File: src/rtl/rv_memory_pkg.sv
// Shared types and constants for the RV32 memory-access stage.
package rv_memory_pkg;

  typedef enum logic [1:0] {
    RES_ALU    = 2'd0,
    RES_MEMORY = 2'd1,
    RES_PC4    = 2'd2,
    RES_IMM    = 2'd3
  } res_src_t;

  typedef enum logic {
    ST_IDLE = 1'b0,
    ST_BUSY = 1'b1
  } mem_state_t;

  localparam logic [2:0] LS_B  = 3'b000;
  localparam logic [2:0] LS_H  = 3'b001;
  localparam logic [2:0] LS_W  = 3'b010;
  localparam logic [2:0] LS_BU = 3'b100;
  localparam logic [2:0] LS_HU = 3'b101;

  function automatic logic is_misaligned(input logic [2:0] funct3, input logic [1:0] addr_lo);
    case (funct3)
      LS_H, LS_HU: return addr_lo[0];
      LS_W:        return addr_lo != 2'b00;
      default:     return 1'b0;
    endcase
  endfunction

endpackage

File: src/rtl/rv_memory_if.sv
// Data-bus bundle between the memory stage (master) and the memory system (slave).
interface rv_memory_if;
  logic        data_req;
  logic        data_write;
  logic [31:0] data_addr;
  logic [3:0]  data_sel;
  logic [31:0] data_wdata;
  logic        data_ack;

  modport master (
    output data_req, data_write, data_addr, data_sel, data_wdata,
    input  data_ack
  );

  modport slave (
    input  data_req, data_write, data_addr, data_sel, data_wdata,
    output data_ack
  );
endinterface

File: src/rtl/rv_mem_store_align.sv
// Store alignment: byte-lane enables and lane-replicated write data from size and address.
module rv_mem_store_align
  import rv_memory_pkg::*;
(
  input  logic [1:0]  size_i,
  input  logic [1:0]  addr_lo_i,
  input  logic [31:0] rs2_i,
  output logic [3:0]  sel_o,
  output logic [31:0] wdata_o
);

  always_comb begin
    sel_o   = 4'b1111;
    wdata_o = rs2_i;
    case (size_i)
      LS_B[1:0]: begin
        sel_o   = 4'b0001 << addr_lo_i;
        wdata_o = {4{rs2_i[7:0]}};
      end
      LS_H[1:0]: begin
        sel_o   = addr_lo_i[1] ? 4'b1100 : 4'b0011;
        wdata_o = {2{rs2_i[15:0]}};
      end
      default: begin
        sel_o   = 4'b1111;
        wdata_o = rs2_i;
      end
    endcase
  end

endmodule

File: src/rtl/rv_memory.sv
// RV32 memory-access stage: stage register, bus request FSM and write-stage handoff.
// Optional feature: define MEM_MISALIGN_TRAP_EN to turn misaligned accesses into bubbles.
module rv_memory
  import rv_memory_pkg::*;
(
  input  logic        i_clk,
  input  logic        i_reset,
  input  logic        i_flush,
  input  logic        i_valid,
  input  logic [2:0]  i_funct3,
  input  logic [31:0] i_alu_result,
  input  logic [31:0] i_store_data,
  input  logic        i_mem_write,
  input  logic        i_reg_write,
  input  logic [4:0]  i_rd,
  input  res_src_t    i_res_src,
  output logic        o_stall,
  output logic [2:0]  o_funct3,
  output logic [31:0] o_alu_result,
  output logic        o_reg_write,
  output logic [4:0]  o_rd,
  output res_src_t    o_res_src,
  rv_memory_if.master bus,
  output logic        o_misaligned
);

  mem_state_t  state_q, state_d;
  logic [2:0]  funct3_q;
  logic [31:0] alu_q;
  logic [31:0] sdata_q;
  logic        mem_write_q;
  logic        reg_write_q;
  logic [4:0]  rd_q;
  res_src_t    res_src_q;

  logic        busy;
  logic        capture;
  logic        in_is_mem;
  logic        in_misaligned;
  logic        in_kill;
  logic [3:0]  st_sel;
  logic [31:0] st_wdata;

  assign in_is_mem = i_mem_write || (i_res_src == RES_MEMORY);

`ifdef MEM_MISALIGN_TRAP_EN
  logic misaligned_q;
  assign in_misaligned = i_valid && !i_flush && in_is_mem
                         && is_misaligned(i_funct3, i_alu_result[1:0]);
  assign o_misaligned  = misaligned_q;

  always_ff @(posedge i_clk) begin
    if (i_reset) misaligned_q <= 1'b0;
    else         misaligned_q <= capture && in_misaligned;
  end
`else
  assign in_misaligned = 1'b0;
  assign o_misaligned  = 1'b0;
`endif

  assign in_kill = !i_valid || i_flush || in_misaligned;

  always_comb begin
    state_d = state_q;
    busy    = 1'b0;
    o_stall = 1'b0;
    if (state_q == ST_BUSY) begin
      busy    = 1'b1;
      o_stall = !bus.data_ack;
    end
    // The ack edge doubles as the capture edge for the next op.
    if (!o_stall) state_d = (!in_kill && in_is_mem) ? ST_BUSY : ST_IDLE;
  end

  assign capture = !o_stall;

  always_ff @(posedge i_clk) begin
    if (i_reset) begin
      state_q     <= ST_IDLE;
      mem_write_q <= 1'b0;
      reg_write_q <= 1'b0;
      res_src_q   <= RES_ALU;
    end else begin
      state_q <= state_d;
      if (capture) begin
        funct3_q <= i_funct3;
        alu_q    <= i_alu_result;
        sdata_q  <= i_store_data;
        rd_q     <= i_rd;
        if (in_kill) begin
          mem_write_q <= 1'b0;
          reg_write_q <= 1'b0;
          res_src_q   <= RES_ALU;
        end else begin
          mem_write_q <= i_mem_write;
          reg_write_q <= i_reg_write && !i_mem_write;
          res_src_q   <= i_res_src;
        end
      end
    end
  end

  rv_mem_store_align u_align (
    .size_i    (funct3_q[1:0]),
    .addr_lo_i (alu_q[1:0]),
    .rs2_i     (sdata_q),
    .sel_o     (st_sel),
    .wdata_o   (st_wdata)
  );

  assign bus.data_req   = busy;
  assign bus.data_write = busy && mem_write_q;
  assign bus.data_addr  = {alu_q[31:2], 2'b00};
  assign bus.data_sel   = !busy ? 4'b0000 : (mem_write_q ? st_sel : 4'b1111);
  assign bus.data_wdata = st_wdata;

  // Bubble toward write-back while stalled so the held op commits exactly once.
  assign o_funct3     = funct3_q;
  assign o_alu_result = alu_q;
  assign o_rd         = rd_q;
  assign o_reg_write  = reg_write_q && !o_stall;
  assign o_res_src    = o_stall ? RES_ALU : res_src_q;

endmodule

File: src/flat_wrapper.sv
// flat-port wrapper written by rule: the top's interface ports become plain ports
module rv_memory_flat import rv_memory_pkg::*;
  (i_clk, i_reset, i_flush, i_valid, i_funct3, i_alu_result, i_store_data, i_mem_write, i_reg_write, i_rd, i_res_src, o_stall, o_funct3, o_alu_result, o_reg_write, o_rd, o_res_src, o_misaligned, bus_data_req, bus_data_write, bus_data_addr, bus_data_sel, bus_data_wdata, bus_data_ack);
  rv_memory_if bus_i ();
  input  logic i_clk;
  input  logic i_reset;
  input  logic i_flush;
  input  logic i_valid;
  input  logic [2:0] i_funct3;
  input  logic [31:0] i_alu_result;
  input  logic [31:0] i_store_data;
  input  logic i_mem_write;
  input  logic i_reg_write;
  input  logic [4:0] i_rd;
  input  res_src_t i_res_src;
  output logic o_stall;
  output logic [2:0] o_funct3;
  output logic [31:0] o_alu_result;
  output logic o_reg_write;
  output logic [4:0] o_rd;
  output res_src_t o_res_src;
  output logic o_misaligned;
  output wire logic [$bits(bus_i.data_req)-1:0] bus_data_req;
  output wire logic [$bits(bus_i.data_write)-1:0] bus_data_write;
  output wire logic [$bits(bus_i.data_addr)-1:0] bus_data_addr;
  output wire logic [$bits(bus_i.data_sel)-1:0] bus_data_sel;
  output wire logic [$bits(bus_i.data_wdata)-1:0] bus_data_wdata;
  input wire logic [$bits(bus_i.data_ack)-1:0] bus_data_ack;
  assign bus_data_req = bus_i.data_req;
  assign bus_data_write = bus_i.data_write;
  assign bus_data_addr = bus_i.data_addr;
  assign bus_data_sel = bus_i.data_sel;
  assign bus_data_wdata = bus_i.data_wdata;
  assign bus_i.data_ack = bus_data_ack;
  rv_memory u_core (.i_clk(i_clk), .i_reset(i_reset), .i_flush(i_flush), .i_valid(i_valid), .i_funct3(i_funct3), .i_alu_result(i_alu_result), .i_store_data(i_store_data), .i_mem_write(i_mem_write), .i_reg_write(i_reg_write), .i_rd(i_rd), .i_res_src(i_res_src), .o_stall(o_stall), .o_funct3(o_funct3), .o_alu_result(o_alu_result), .o_reg_write(o_reg_write), .o_rd(o_rd), .o_res_src(o_res_src), .bus(bus_i), .o_misaligned(o_misaligned));
endmodule
File: config.mk
export PLATFORM = sky130hd
export DESIGN_NAME = rv_memory_flat
export DESIGN_NICKNAME = d
export VERILOG_FILES = /design/src/rtl/rv_memory_pkg.sv /design/src/rtl/rv_memory_if.sv /design/src/rtl/rv_mem_store_align.sv /design/src/rtl/rv_memory.sv /design/src/flat_wrapper.sv
export SDC_FILE = /design/constraint.sdc
export NUM_CORES = 1
export LEC_CHECK = 0
export CORE_ASPECT_RATIO = 1.4
export CORE_UTILIZATION = 34
export CTS_CLUSTER_DIAMETER = 40
export DETAILED_ROUTE_END_ITERATION = 6
export PLACE_DENSITY = 0.78
export SYNTH_ARGS = -nofsm -noshare
export SYNTH_HDL_FRONTEND = slang
export SYNTH_HIERARCHICAL = 1
export SYNTH_SLANG_ARGS = --single-unit
File: constraint.sdc
create_clock -name i_clk -period 4.4 [get_ports i_clk]
set_input_delay 0.66 -clock i_clk [delete_from_list [all_inputs] [get_ports i_clk]]
set_output_delay 0.66 -clock i_clk [all_outputs]
set_load 0.005 [all_outputs]
# [After elaboration in Yosys (flattened, before gate mapping)]
# Cells that the tools add are included.
[word_totals] elab_cells=38 inputBits=81 output_inout_bits=115 regBits=77
[op_classes] muxes=12 eq_ne=2 n_shift=1 reduce_logical=13 bitwise_logic=2
[op_table] cell="case mux 32 bit (2 select lines)" n=1
[op_table] cell="2-to-1 mux 4 bit" n=3
[op_table] cell="case mux 4 bit (2 select lines)" n=1
[op_table] cell="zero test 1 bit" n=5
[op_table] cell="2-to-1 mux 1 bit" n=5
[op_table] cell="== test 2 x 1 -> 1 bit, second input constant" n=2
[op_table] cell="logical AND 1 bit" n=4
[op_table] cell="2-to-1 mux 2 bit" n=2
[op_table] cell="<< shifter 1 x 2 -> 4 bit, first input constant" n=1
[op_table] cell="zero test 2 bit" n=1
[op_table] cell="logical OR 1 bit" n=2
[op_table] cell="NOT 1 bit" n=2
[op_table] cell="AND reduction 2 bit" n=1

# [Longest topological paths before layout]
# Gate-level depths: netlist of run 1.
[logic_depth] word_depth=5 ltp_mapped=5 mapped_depth_nobuf=4

# [Modules after synthesis]
# The synthesis of run 1 kept the hierarchy.
[by_module_without_submodules] mod="rv_memory" instances=1 cells_each=143 area_per_inst_um2=2710.1 seq_area_each_um2=2262.2
[by_module_without_submodules] mod="rv_mem_store_align" instances=1 cells_each=60 area_per_inst_um2=524.3 seq_area_each_um2=0.0

# [Least setup slack after synthesis of run 1]
# No wires, ideal clock.
[synth_timing] kind="in2reg" from="input port bus_data_ack" to="register u_core.alu_q[0], in the netlist u_core/o_alu_result[0] (enable)" required_ps=3896 cell_stages=4 arrival_time_ps=3984 setup_ps=504 path_slack_ps=-88 n_path_buf=1 path_cell_list="nand2b_2 > buf_6 > clkinv_8 > nor2_1"
[synth_via] elab_chain_cells=4
[synth_rtl] item="from (decl)" line_no="flat_wrapper.sv:28" text="input wire logic [$bits(bus_i.data_ack)-1:0] bus_data_ack;"
[synth_rtl] item="zero test 1 bit" line_no="rv_memory.sv:69" text="o_stall = !bus.data_ack;"
[synth_rtl] item="2-to-1 mux 1 bit" line_no="rv_memory.sv:67" text="if (state_q == ST_BUSY) begin"
[synth_rtl] item="via o_stall" line_no="flat_wrapper.sv:16" text="output logic o_stall;"
[synth_rtl] item="NOT 1 bit (no line)"
[synth_rtl] item="AND reduction 2 bit (no line)"
[synth_rtl] item="to (signal assigned)" line_no="rv_memory.sv:87" text="alu_q <= i_alu_result;"
[synth_rtl] item="to (decl)" line_no="rv_memory.sv:29" text="logic [31:0] alu_q;"
# The timed path passes the listed nets, and every way through them passes these cells.
# A chain may end at the register's enable or synchronous reset.

# [Final worst setup path of run 1]
[layout_timing] from="register u_core.funct3_q[0], in the netlist u_core/o_funct3[0]" to="output port bus_data_wdata[11]"
[layout_via] elab_chain_cells=2 elab_cells_between_ends=3 cone_classes="1 x eq/ne; 1 x mux; 1 x reduce/logical"
[layout_rtl] item="from (decl)" line_no="rv_memory.sv:28" text="logic [2:0] funct3_q;"
[layout_rtl] item="from (signal assigned)" line_no="rv_memory.sv:86" text="funct3_q <= i_funct3;"
[layout_rtl] item="== test 2 x 1 -> 1 bit / zero test 2 bit (equally long branches)" line_no="rv_mem_store_align.sv:15" text="case (size_i)"
[layout_rtl] item="case mux 32 bit (2 select lines) (*)" line_no="rv_mem_store_align.sv:15"
[layout_rtl] item="to (decl)" line_no="flat_wrapper.sv:27" text="output wire logic [$bits(bus_i.data_wdata)-1:0] bus_data_wdata;"
# Every way passes the cells marked *; elsewhere a longest branch is shown, timed or not.

==> impl_metrics.ini, run 1 <==
[detailed_routing]
post_drt_wl_per_cell_um = 16.53
ant_nets = 0
routed-via-count = 2126
drt_iter0_markers = 74
drcViolationCount = 7
dr.pass1.iters = 7
wirelength_mm = 7.885
viasPerCell = 4.457

[place]
place_inst = 461
port_buffers = 192
dp_hpwl_mm = 5.936
placed_cell_area_mm2 = 0.004960
place_congestion = 0.7722
pre_cts_ws_ns = 1.699

[timing]
rsz0062_at_grt = no
period_minus_slack_ns = 2.920
setup_ws_ns = 1.481
clock.fmax_mhz = 342.5
setup-tns-final_ns = 0
slew_violations = 0
slew_headroom = 0.5507
tightest_slew_ns = 0.6739
setup_viol = 0
period_share = 0.6635
hold_ws_ns = 0.4549
clock_skew_ns = 0.006585
hold_viol_final = 0

[critical_path]
worst-path-max-fanout = 12
rr_endpoint = u_core/sdata_q[0]
slowest_delay_ns = 0.67
critPathLaunch = u_core/o_funct3[0]
crit_required_ns = 3.74
path_class = reg2out
endpoint_kind = output pin
critPathArrivalTime_ns = 2.26
path_depth = 3
crit_chain = nor2_4 > mux2_2 > clkdlybuf4s50_1
cp_top_family = flip-flops
startpoint_type = register
slowest_stage = edfxtp_1
endpoint = bus_data_wdata[11]
reg2reg_slack_ns = 2.82
r2r-start = u_core/state_q
critPathBufInv = 1
r2r_cells = 4

[pwr]
power_leakage_nw = 1.915
finalPower_mw = 1.881
powerDensity_mw_per_mm2 = 357.6
max-vdd-ir-drop_uv = 208.2

[floorplanning]
fp-row-count = 41
core-area_mm2 = 0.009131
initial_utilization = 0.3542
die_y_um = 117.4
ios = 196
die_x_um = 84.43
dieArea_mm2 = 0.009912

[global_route]
track_usage = 0.1667
grt_max_degree = 38
grt_antenna_before_repair = 0
grt_pass1_vias = 2381
grt_pass1_wl_mm = 12.31
grt_overflow = 0

[synthesis]
synth_top_family_by_area = buffers and inverters
yosysTopAreaCell = edfxtp_1
synthMuxAreaShare = 0.08046
ys_seq_area_frac = 0.6994
syn_inst = 203
synthAdderAreaFrac = 0
synth_area_leaders = edfxtp_1, buf_4, mux2_2, dfxtp_1, mux2i_1
ys_warn_count = 6
synth-seq-cells = 77
syn_avg_cell_area_um2 = 15.93
syn-cell-area_mm2 = 0.003234
synth_xor_area_frac = 0
synthSimpleGateAreaFrac = 0.04371
netlist-cell-type-count = 26
netlist.area_leader.share = 0.6685
synth_compound_area_frac = 0.05068

[finish]
nets = 446
final_common_cell = clkdlybuf4s50_1
fin_util = 0.5760
areaGrowthSynthToFinish_pct = 62.63
final_cells = 477
stdcell_area_mm2 = 0.005260
diodes = 0
layout-drive-gt1-share = 0.1243
layout_common_cells = clkdlybuf4s50_1, edfxtp_1, mux2_2

[clock_tree]
clock_latency_ns = 0.33
cts_setup_buffers = 0
cts_resized = 0
clock-sinks = 77
clockRootBuffer = clkbuf_16
postCtsHoldBufs = 0
cts-buffers-inserted = 9
clk_pin_slew_ns = 0.06
tritoncts = yes
cts_max_level = 3
clk_path_buf_depth = 2

[outcome]
outcome = finished, violations left
failed_checks = design-rule violations

[hold_path]
hp-class = reg2reg

[run]
drv_cap = 0
==> worst register-to-register path, delay by kind of cell, from the launching register on <==
kind                   cells  cell delay [ns]
buffers and inverters      2             0.51
AND/OR/NAND/NOR            2             0.32
flip-flops                 1             0.36
==> logic make-up after synthesis <==
logic type / after synthesis
compound gates: 22
flops: 77
simple gates: 27
mux: 24
other cells: 1
buf+inv: 52
==> registers in the layout, summed over array words and instances (netlist names) <==
name and cells:
u_core/state_q 1, u_core/reg_write_q 1, u_core/o_funct3 3, u_core/sdata_q 32
u_core/res_src_q 2, u_core/o_alu_result 32, u_core/o_rd 5, u_core/mem_write_q 1
==> where the power goes <==
part	total, mW	internal, mW	switching [mW]
Clock	0.735	0.445	0.290
Sequential	0.876	0.850	0.0261
Combinational	0.270	0.188	0.0816
Total	1.88	1.48	0.397
==> per-layer routing <==
metal  wire [µm]  global-route usage  up-vias
met3         745             0.05489       16
met1        2666              0.1730      978
met4         235             0.08898        0
met5           0                   0        -
met2        4236              0.2946      116
li1            -                   -     1016
==> area by class of cell <==
type / instances / area [µm²]
clock buffers: 10 / 229.0
clock inverters: 6 / 71.32
fillers: 774 / 3871
inverters: 6 / 35.03
multi-input cells: 76 / 584.3
flip-flops and latches: 77 / 2262
well taps: 107 / 133.9
repair buffers: 195 / 1944
==> Yosys cell counts, drive strengths merged <==
cell type and count:
o21ai 9, nand3 3, nor2b 2, nand4b 1
o21bai 4, buf 46, dfxtp 5, a21boi 4
nand2b 1, and2 4, mux2 16, clkinv 1
and2b 1, edfxtp 72, mux2i 8, nor2 3
nand2 12, a21oi 5, conb 1, inv 5
==> worst min path at each step <==
| stage | cells after the start | slack [ns] | startpoint | endpoint |
|---|---|---|---|---|
| 2_1_floorplan | 2 | 0.42 | u_core/reg_write_q | u_core/reg_write_q |
| 3_3_place_gp | 2 | 0.45 | u_core/reg_write_q | u_core/reg_write_q |
| 3_5_place_dp | 2 | 0.45 | u_core/reg_write_q | u_core/reg_write_q |
| 4_1_cts | 2 | 0.46 | u_core/reg_write_q | u_core/reg_write_q |
| 5_1_grt | 2 | 0.49 | u_core/res_src_q[0] | u_core/res_src_q[0] |
| 6_report | 2 | 0.45 | u_core/reg_write_q | u_core/reg_write_q |
Note: power is estimated with default switching activity, not from simulation.
==> run 2, diff against run 1 <==
==> constraint.sdc (replaced) <==
create_clock -name i_clk -period 2.5 [get_ports i_clk]
set_input_delay 0.375 -clock i_clk [delete_from_list [all_inputs] [get_ports i_clk]]
set_output_delay 0.375 -clock i_clk [all_outputs]
set_load 0.005 [all_outputs]
==> impl_metrics.ini, run 2 (synthesis gave the netlist of run 1 again) <==
[detailed_routing]
drt_iter0_markers = 81
viasPerCell = 4.478
dr.pass1.iters = 7
drcViolationCount = 9
post_drt_wl_per_cell_um = 16.84
wirelength_mm = 8.101
routed-via-count = 2154
ant_nets = 0

[clock_tree]
cts_resized = 0
tritoncts = yes
clock_latency_ns = 0.33
clockRootBuffer = clkbuf_16
cts-buffers-inserted = 9
postCtsHoldBufs = 0
clock-sinks = 77
clk_pin_slew_ns = 0.06
clk_path_buf_depth = 2
cts_setup_buffers = 2
cts_max_level = 3

[global_route]
grt_use_met2 = 0.3079
track_usage = 0.1697
grt_pass1_wl_mm = 12.30
grt_overflow = 0
grt.busiest_layer = met2
grt_pass1_vias = 2313
use_met3 = 0.04715
grt_antenna_before_repair = 0
grt_util_met1 = 0.1748
grt_max_degree = 39

[finish]
areaGrowthSynthToFinish_pct = 65.53
stdcell_area_mm2 = 0.005354
layout-drive-gt1-share = 0.1310
diodes = 0
layout_common_cells = clkdlybuf4s50_1, edfxtp_1, mux2_2
nets = 450
final_common_cell = clkdlybuf4s50_1
nFillCells = 747

[pwr]
finalPower_mw = 3.502
powerDensity_mw_per_mm2 = 654.0
power_leakage_nw = 1.960
max-vdd-ir-drop_uv = 408.6

[floorplanning]
core-area_mm2 = 0.009131
die_y_um = 117.4
initial_utilization = 0.3542
fp-row-count = 41
ios = 196
dieArea_mm2 = 0.009912
die_x_um = 84.43

[timing]
rsz0062_at_grt = no
hold_ws_ns = 0.4622
slew_violations = 0
clock_skew_ns = 0.003763
setup_viol = 0
hold_viol_final = 0
period_minus_slack_ns = 2.378
setup_ws_ns = 0.1217
clock.fmax_mhz = 420.5
period_share = 0.9513
setup-tns-final_ns = 0

[critical_path]
critPathArrivalTime_ns = 2.00
slowest_delay_ns = 0.54
cp_top_family = buffers and inverters
startpoint_type = register
slowest_stage = edfxtp_1
path_class = reg2out
crit_required_ns = 2.12
endpoint_kind = output pin
worst-path-max-fanout = 7
crit_chain = nor2_4 > buf_4 > mux2_2 > clkdlybuf4s50_1
critPathBufInv = 2

[place]
port_buffers = 192
dp_hpwl_mm = 6.158
placed_cell_area_mm2 = 0.005000
place_congestion = 0.7576
pre_cts_ws_ns = 0.3634

[hold_path]
hp-class = reg2reg

[outcome]
failed_checks = design-rule violations
outcome = finished, violations left

[run]
drv_cap = 0
[run 2: path summary, 6_finish.rpt]
check | start | end | slack, ns | cells after the start
worst max register to register | u_core/state_q | u_core/sdata_q[1] | 1.09 | 4
worst min register to register | u_core/res_src_q[0] | u_core/res_src_q[0] | 0.46 | 2
worst min-delay path | u_core/res_src_q[0] | u_core/res_src_q[0] | 0.46 | 2
worst max-delay path | u_core/o_funct3[0] | bus_data_wdata[13] | 0.12 | 4
[run 2: worst register-to-register path, cell delays in order (launching register included)]
cell and delay (ns):
dfxtp_1 0.36, nand2b_2 0.24, clkinv_8 0.10, nor2_4 0.16
buf_12 0.23
[run 2: cell type report]
type | instances | area [µm²] | share of cell area
flip-flops and latches | 77 | 2262 | 0.4225
repair buffers | 199 | 1999 | 0.3735
multi-input cells | 76 | 584.3 | 0.1091
clock buffers | 10 | 229.0 | 0.04277
well taps | 107 | 133.9 | 0.02501
clock inverters | 6 | 110.1 | 0.02057
inverters | 6 | 35.03 | 0.006544
[run 2: where the power goes]
part           internal [mW]  switching (mW)
clock network          0.975           0.495
logic                  0.341           0.151
registers               1.50          0.0427
total                   2.81           0.689
[run 2: per-stage QoR]
step / cells / utilization
floorplan: 205 / -
global placement: 463 / 0.5475
detailed placement: 463 / 0.5475
CTS: 481 / 0.5863
global route: 481 / 0.5863
finish: 481 / 0.5863
[run 2: layer usage]
layer	wire (µm)	vias to the layer above
met2	4446	113
met3	617	15
li1	-	1023
met5	0	-
met1	2847	1003
met4	190	0
